$ cat config.mk
export PLATFORM = sky130hd
export DESIGN_NAME = bcd_counter_display
export DESIGN_NICKNAME = d
export VERILOG_FILES = /design/src/rtl/seg7_pkg.sv /design/src/rtl/seg7_decoder.sv /design/src/rtl/bcd_counter_display.sv
export SDC_FILE = /design/constraint.sdc
export NUM_CORES = 1
export LEC_CHECK = 0
export CAP_MARGIN = 20
export CORE_MARGIN = 2
export CORE_UTILIZATION = 40
export DETAILED_ROUTE_END_ITERATION = 12
export GPL_TIMING_DRIVEN = 0
export PLACE_DENSITY_LB_ADDON = 0.1
export SYNTH_ARGS = -nofsm -noshare
export SYNTH_HDL_FRONTEND = slang
export SYNTH_SLANG_ARGS = --single-unit
$ cat constraint.sdc
create_clock -name CLK -period 2.47 [get_ports CLK]
set_clock_uncertainty 0.15 [all_clocks]
set_input_delay 0.247 -clock CLK [delete_from_list [all_inputs] [get_ports CLK]]
set_output_delay 0.247 -clock CLK [all_outputs]
set_load 0.05 [all_outputs]
$ cat src/rtl/seg7_pkg.sv
// Active-low 7-segment patterns ({A,B,C,D,E,F,G}) and BCD helpers.
// Shared by the decoder and the counter top level.
package seg7_pkg;

  localparam logic [6:0] SEG_0     = 7'b0000001;
  localparam logic [6:0] SEG_1     = 7'b1001111;
  localparam logic [6:0] SEG_2     = 7'b0010010;
  localparam logic [6:0] SEG_3     = 7'b0000110;
  localparam logic [6:0] SEG_4     = 7'b1001100;
  localparam logic [6:0] SEG_5     = 7'b0100100;
  localparam logic [6:0] SEG_6     = 7'b0100000;
  localparam logic [6:0] SEG_7     = 7'b0001111;
  localparam logic [6:0] SEG_8     = 7'b0000000;
  localparam logic [6:0] SEG_9     = 7'b0000100;
  localparam logic [6:0] SEG_BLANK = 7'b1111111;

  function automatic logic bcd_valid(input logic [3:0] v);
    return (v <= 4'd9);
  endfunction

endpackage

$ cat src/rtl/seg7_decoder.sv
// Combinational BCD digit to active-low 7-segment pattern; zero latency, no flow control.
// Non-BCD codes light nothing.
module seg7_decoder
  import seg7_pkg::*;
(
  input  logic [3:0] bcd_i,
  output logic [6:0] seg_o
);

  always_comb begin
    case (bcd_i)
      4'd0:    seg_o = SEG_0;
      4'd1:    seg_o = SEG_1;
      4'd2:    seg_o = SEG_2;
      4'd3:    seg_o = SEG_3;
      4'd4:    seg_o = SEG_4;
      4'd5:    seg_o = SEG_5;
      4'd6:    seg_o = SEG_6;
      4'd7:    seg_o = SEG_7;
      4'd8:    seg_o = SEG_8;
      4'd9:    seg_o = SEG_9;
      default: seg_o = SEG_BLANK;
    endcase
  end

endmodule

$ cat src/rtl/bcd_counter_display.sv
// N-digit up/down BCD counter with tick prescaler, wrap pulse and registered 7-segment outputs.
// COUNT/WRAP update on the sampling edge, SEG lags COUNT by one cycle; no backpressure (EN freezes).
module bcd_counter_display
  import seg7_pkg::*;
#(
  parameter int DIGITS   = 2,
  parameter int TICK_DIV = 25_000_000,
  parameter bit LZ_BLANK = 1'b0
) (
  input  logic                  CLK,
  input  logic                  RST_N,
  input  logic                  EN,
  input  logic                  DIR,
  input  logic                  CLR,
  input  logic                  LOAD,
  input  logic [4*DIGITS-1:0]   LOAD_VAL,
  output logic [4*DIGITS-1:0]   COUNT,
  output logic [7*DIGITS-1:0]   SEG,
  output logic                  WRAP
);

  localparam int PW = (TICK_DIV > 1) ? $clog2(TICK_DIV) : 1;
  localparam logic [PW-1:0] PRESC_LAST = PW'(TICK_DIV - 1);

  logic [PW-1:0]       presc_q, presc_d;
  logic [4*DIGITS-1:0] count_q, count_d, step_val, load_val;
  logic [7*DIGITS-1:0] seg_q, seg_d, dec;
  logic [DIGITS-1:0]   blank;
  logic                wrap_q, wrap_d;
  logic                tick, carry, zero_above;

  assign tick = EN && (presc_q == PRESC_LAST);

  // Ripple carry (up) or borrow (down) through the digits; a carry out of the top digit is a wrap.
  always_comb begin
    carry    = 1'b1;
    step_val = count_q;
    for (int i = 0; i < DIGITS; i++) begin
      if (carry) begin
        if (DIR) begin
          if (count_q[4*i +: 4] == 4'd9) begin
            step_val[4*i +: 4] = 4'd0;
          end else begin
            step_val[4*i +: 4] = count_q[4*i +: 4] + 4'd1;
            carry = 1'b0;
          end
        end else begin
          if (count_q[4*i +: 4] == 4'd0) begin
            step_val[4*i +: 4] = 4'd9;
          end else begin
            step_val[4*i +: 4] = count_q[4*i +: 4] - 4'd1;
            carry = 1'b0;
          end
        end
      end
    end
  end

  always_comb begin
    load_val = '0;
    for (int i = 0; i < DIGITS; i++) begin
      load_val[4*i +: 4] = bcd_valid(LOAD_VAL[4*i +: 4]) ? LOAD_VAL[4*i +: 4] : 4'd0;
    end
  end

  always_comb begin
    presc_d = presc_q;
    count_d = count_q;
    wrap_d  = 1'b0;
    if (CLR) begin
      presc_d = '0;
      count_d = '0;
    end else if (LOAD) begin
      presc_d = '0;
      count_d = load_val;
    end else if (EN) begin
      presc_d = tick ? '0 : presc_q + PW'(1);
      if (tick) begin
        count_d = step_val;
        wrap_d  = carry;
      end
    end
  end

  // A digit above 0 is blanked only while it and every higher digit read zero.
  always_comb begin
    zero_above = 1'b1;
    blank      = '0;
    for (int i = DIGITS - 1; i >= 1; i--) begin
      zero_above = zero_above && (count_q[4*i +: 4] == 4'd0);
      blank[i]   = LZ_BLANK && zero_above;
    end
  end

  for (genvar g = 0; g < DIGITS; g++) begin : g_dec
    seg7_decoder u_dec (
      .bcd_i (count_q[4*g +: 4]),
      .seg_o (dec[7*g +: 7])
    );
  end

  always_comb begin
    seg_d = '0;
    for (int i = 0; i < DIGITS; i++) begin
      seg_d[7*i +: 7] = blank[i] ? SEG_BLANK : dec[7*i +: 7];
    end
  end

  always_ff @(posedge CLK or negedge RST_N) begin
    if (!RST_N) begin
      presc_q <= '0;
      count_q <= '0;
      wrap_q  <= 1'b0;
      for (int i = 0; i < DIGITS; i++) begin
        seg_q[7*i +: 7] <= (LZ_BLANK && i > 0) ? SEG_BLANK : SEG_0;
      end
    end else begin
      presc_q <= presc_d;
      count_q <= count_d;
      wrap_q  <= wrap_d;
      seg_q   <= seg_d;
    end
  end

  assign COUNT = count_q;
  assign SEG   = seg_q;
  assign WRAP  = wrap_q;

endmodule

-- Word level (Yosys, flattened, before mapping)
Memory sizes are Yosys's and may differ from the RTL's. A register that Yosys moved wholly into a read port is not among the register bits.
Cells that the tools add are included.
- bits in registers: 34
- ROM bits: 224
- bits of input ports: 14
- word-level logic and storage cells: 54
- memories kept: 2
- add/subtract/negate cells: 5
- $lt $le $gt $ge: 2
- eq/ne operators: 3
- muxes and demuxes: 28
- reduce and logical (&&, ||, !) cells: 10
- memories (name ; depth ; width ; read ports ; clocked after memory_dff ; write ports ; line ; RTL):
    (name not given) ; 16 ; 7 ; 1 ; 1 ; 0 ; seg7_decoder.sv:11 ; case (bcd_i)
    (name not given) ; 16 ; 7 ; 1 ; 1 ; 0 ; seg7_decoder.sv:11 ;
- operator list (cell ; count):
    $mux W25 ; 4
    $mux W4 ; 9
    $mux W8 ; 4
    $add A25 B1 Y25 const B ; 1
    $eq A25 B25 Y1 const B ; 1
    $mux W1 ; 11
    $reduce_bool A3 Y1 ; 3
    $add A4 B1 Y4 const B ; 2
    $eq A4 B4 Y1 const B ; 2
    $le A4 B4 Y1 const B ; 2
    $logic_not A4 Y1 ; 2
    $sub A4 B1 Y4 const B ; 2
    $reduce_and A3 Y1 ; 1
    $logic_not A1 Y1 ; 2
    $reduce_and A2 Y1 ; 1
    $logic_and A1 B1 Y1 ; 1

-- Depth between registers and ports, before layout
Gate-level depths: netlist (run 1).
- depth in word-level cells: 8
- depth in mapped cells: 8

-- Modules after synthesis
Synthesis (run 1) repeated with hierarchy kept, for this count alone.
- cell total of the unflattened synthesis: 334
- area, all modules: 3009.1 µm²
- by module, submodules not included (module ; instances ; cells each ; area each (µm²)):
    bcd_counter_display ; 1 ; 268 ; 2588.7
    seg7_decoder ; 2 ; 33 ; 210.2

-- Worst setup path before layout (run 1)
Ideal clock, no wire load.
- kind: reg2reg
- from: reg count_q[1], in the netlist COUNT[1]
- to: reg count_q[7], in the netlist COUNT[7]
- arrival time: 2.187 ns
- data required time: 2.242 ns
- slack: 0.056 ns
- cell stages (with the launch flop): 8
- path through: dfrtp_1 -> inv_1 -> ha_1 -> or3b_4 -> a21oi_2 -> nand4_1 -> a31oi_1 -> a21boi_1
- cells in the longest elaborated chain, start to end: 5
- ends and longest elaborated chain (item ; line ; RTL):
    start: declaration ; bcd_counter_display.sv:26 ; logic [4*DIGITS-1:0] count_q, count_d, step_val, load_val;
    start signal: assignment ; bcd_counter_display.sv:119 ; count_q <= count_d;
    $eq A4 B4 Y1 or $logic_not A4 Y1 (tied branches) ; bcd_counter_display.sv:41, bcd_counter_display.sv:48 ;
    $mux W1 (on tied branches) ; bcd_counter_display.sv:41, bcd_counter_display.sv:48 ;
    $mux W1 (*) ; bcd_counter_display.sv:40 ; if (DIR) begin
    $reduce_bool A3 Y1 (no line) (*) ; -- ;
    $reduce_and A3 Y1 (no line) (*) ; -- ;
Mark *: on every way between the ends. The rest lies on a longest branch, timed or not.
A chain may end at the register's enable or synchronous reset.

-- Worst setup path after layout (run 1)
Ends and elaborated chain as after synthesis.

==> flow_metrics.py, run 1 <==
metrics = {
    "logic_synthesis": {
        "ys_seq_area_frac": 0.407,
        "yosysWarnings": 0,
        "synth.distinct_cells": 53,
        "yosys_most_used_dff": "dfrtp_1",
        "synth-edff-count": 0,
        "synth_area_per_cell_um2": 8.91,
        "synthCells": 332,
        "netlist_area_mm2": 0.00296,
        "synthArstFlopShare": 1.00,
        "ys_ff_latch": 48,
        "synth_nets": 357,
    },
    "power": {
        "clockPowerShare": 0.283,
        "power_frac_comb": 0.237,
        "peakVddDrop_mv": 0.227,
        "swShare": 0.319,
        "total_power_w": 0.00176,
        "power.switching_w": 0.000561,
        "p_int_w": 0.00120,
        "cellLeakagePower_nw": 1.43,
        "power_density_mw_per_mm2": 495,
        "seqPwrFrac": 0.480,
    },
    "grt": {
        "grt_max_degree": 36,
        "grt.busiest_layer": "met2",
        "gr-usage-met3": 0.0352,
        "use_met2": 0.288,
        "antenna_found_initial": 0,
        "grt_overflow": 0,
        "grt_pass1_vias": 2494,
        "grtUsageMet1": 0.256,
        "grt_pass1_wl_um": 12100,
        "grt.total_usage": 0.181,
    },
    "detailed_routing": {
        "wire_per_inst_um": 14.9,
        "drc": 0,
        "drt_iter0_drc": 69,
        "dr.pass1.iters": 4,
        "antenna_left": 0,
        "vias_per_cell": 5.37,
        "vias": 2554,
        "routed_wl_um": 7070,
    },
    "setup_path": {
        "critical_path_class": "reg2reg",
        "cp-end-kind": "flip-flop",
        "worst_ep_arrival_time_ns": 2.37,
        "start_kind": "flip-flop",
        "worstPathMaxFanout": 8,
        "cp.required_ns": 2.54,
    },
    "job": {
        "maxCapViolations": 0,
    },
    "layout": {
        "nets": 401,
        "antenna_cells": 0,
        "drive_gt1_frac": 0.101,
        "final_core_util": 0.493,
        "area_growth_pct": 20.3,
    },
    "sta": {
        "tightest_slew_ns": 0.859,
        "finalCritPeriodShare": 0.930,
        "slew_viol_final": 0,
        "hold_viol": 0,
        "relSlewSlack": 0.426,
        "timing.hold.ws_ns": 0.0873,
        "setup_violations": 0,
        "rsz0062_at_grt": "false",
        "fmax_mhz": 436,
        "post-route-min-period_ns": 2.30,
    },
    "die": {
        "pin_count": 37,
        "core_mm2": 0.00721,
        "rows": 31,
        "initial_core_util": 0.410,
        "die_w_um": 90.0,
        "chipHeight_um": 90.0,
        "dieArea_mm2": 0.00810,
    },
    "hold_path": {
        "hold_path.class": "in2reg",
    },
    "clock_network": {
        "path_clk_slew_ns": 0.09,
        "ctsLongestPathBuffers": 2,
        "clock_latency_ns": 0.30,
        "htree_levels": 2,
        "cts_made_buffers": 5,
        "clock-root-buffer": "clkbuf_8",
        "cts.sinks": 48,
        "cts_tree": "yes",
    },
    "placed_design": {
        "dp_hpwl_um": 5150,
        "gp_congestion": 0.804,
        "io_buffers": 34,
    },
    "status": {
        "outcome": "finished, final reports clean",
    },
}
## power groups by stage
stage	combinational [W]	clock [W]	sequential [W]
after floorplan	0.000144	0	0.000981
after global placement	0.000412	0	0.000860
after detailed placement	0.000416	0	0.000860
after CTS	0.000419	0.000520	0.000844
after global routing	0.000452	0.000545	0.000851
final	0.000418	0.000498	0.000845
## cell families (layout without fill, tap and decap cells)
group                      count (synthesis)  in the layout  share of synthesized area
AOI/OAI and AO/OA                         65             65                      0.134
xor gates and xnor gates                  25             25                     0.0740
adders and majority gates                 11             11                     0.0465
buffers and inverters                     32             77                     0.0461
DFF                                       48             48                      0.407
muxes                                      3              3                     0.0101
and+or+nand+nor                          148            148                      0.282
## layout make-up
cell class,count,area [um2]
repair buffers,37,373
well taps,99,124
multi-input cells,252,1630
fillers,720,3660
flip-flops and latches,48,1210
inverters,16,60.1
plain buffers,16,76.3
clock buffers,8,90.1
## path summary, 6_finish.rpt
check                               to       start  depth (start not counted)  slack (ns)
setup / recovery              COUNT[7]    COUNT[1]                          8        0.17
hold / removal                COUNT[0]         CLR                          2        0.09
setup reg to reg              COUNT[7]    COUNT[1]                          8        0.17
hold reg to reg             presc_q[1]  presc_q[1]                          2        0.43
max in group asynchronous       SEG[0]       RST_N                          3        1.35
min in group asynchronous  presc_q[14]       RST_N                          2        0.24
## flip-flops by register name, summed over array words and instances (netlist names)
| name | flops |
|---|---|
| presc_q | 25 |
| SEG | 14 |
| WRAP | 1 |
| COUNT | 8 |
## layer usage
| metal | vias up | part of all wire | routed length (um) |
|---|---|---|---|
| li1 | 1264 | - | - |
| met1 | 1241 | 0.50 | 3520 |
| met2 | 44 | 0.46 | 3280 |
| met3 | 5 | 0.030 | 214 |
| met4 | 0 | 0.0075 | 53 |
| met5 | - | 0 | 0 |
## synth_stat cells (2+ instances only)
| master | n | area [um2] |
|---|---|---|
| xnor2_1 | 8 | 70.1 |
| and4_1 | 5 | 43.8 |
| mux2i_1 | 3 | 30.0 |
| nor3b_1 | 3 | 22.5 |
| nor3_1 | 5 | 25.0 |
| o21ai_0 | 12 | 60.1 |
| buf_2 | 7 | 35.0 |
| nand2b_1 | 10 | 62.6 |
| nand4_1 | 11 | 68.8 |
| nand3b_1 | 2 | 15.0 |
| clkbuf_1 | 8 | 30.0 |
| nand3_1 | 20 | 100 |
| nor2_1 | 42 | 158 |
| nor4_1 | 2 | 12.5 |
| dfrtp_1 | 46 | 1150 |
| a31oi_1 | 9 | 56.3 |
| ha_1 | 11 | 138 |
| or2_2 | 3 | 18.8 |
| xor2_1 | 17 | 149 |
| o32ai_1 | 2 | 17.5 |
| dfstp_2 | 2 | 52.6 |
| and3_1 | 3 | 18.8 |
| nor2b_1 | 2 | 12.5 |
| nor3_2 | 3 | 30.0 |
| nand4_2 | 2 | 25.0 |
| inv_1 | 15 | 56.3 |
| a21oi_1 | 25 | 125 |
| o31a_1 | 2 | 17.5 |
| o211ai_1 | 2 | 15.0 |
| nand2_1 | 21 | 78.8 |
| nor4b_1 | 2 | 17.5 |
| or3_1 | 3 | 18.8 |
| o31ai_1 | 2 | 15.0 |
| a311oi_1 | 2 | 17.5 |
| or4_4 | 2 | 22.5 |
## critical path, cell delays in order, from the launching register on
cell and delay, ns:
dfrtp_2 0.48, inv_2 0.14, ha_2 0.23, or3b_4 0.42, a21oi_4 0.17, nand4_1 0.10
buf_4 0.17, a31oi_1 0.15, a21boi_1 0.20
## through the flow
| stage | setup slack, ns | cell area, um2 | TNS, ns | cells |
|---|---|---|---|---|
| 6_report | 0.174 | 3560 | 0 | 476 |
| 5_1_grt | 0.0184 | 3560 | 0 | 476 |
| 4_1_cts | 0.0694 | 3550 | 0 | 476 |
| 3_5_place_dp | -0.0683 | 3440 | -0.194 | 466 |
| 3_3_place_gp | -0.521 | 3420 | -24.09 | 465 |
| 2_1_floorplan | 0.0556 | 2960 | 0 | 332 |
## cells in the final DEF (no fill, tap or decap), drive strengths merged, types with 9 or more instances in the layout
cell | synthesis | layout
nand3 | 20 | 20
nand2b | 10 | 10
a21oi | 26 | 26
clkbuf | 8 | 16
nand2 | 21 | 21
nor2 | 42 | 42
ha | 11 | 11
dfrtp | 46 | 46
nand4 | 13 | 13
clkdlybuf4s50 | 0 | 33
o21ai | 12 | 12
inv | 15 | 15
a31oi | 9 | 9
buf | 8 | 11
xor2 | 17 | 17
## timing repair
item	CTS	global route
hold buffers	1	0
endpoints found under the setup margin	3	3
endpoints found under the hold margin	13	0
pin swaps	1	0
gates resized for setup	1	4
buffers inserted	1	0
Note: power is estimated with default switching activity, not from simulation.
==> inputs of run 2 (changes only) <==
--- a/config.mk
+++ b/config.mk
@@ -8,6 +8,7 @@
 export CAP_MARGIN = 20
 export CORE_MARGIN = 2
 export CORE_UTILIZATION = 40
+export CTS_CLUSTER_DIAMETER = 80
 export DETAILED_ROUTE_END_ITERATION = 12
 export GPL_TIMING_DRIVEN = 0
 export PLACE_DENSITY_LB_ADDON = 0.1
==> results of run 2 <==
Same layout as run 1: the final DEF is identical, and so are final timing and power.
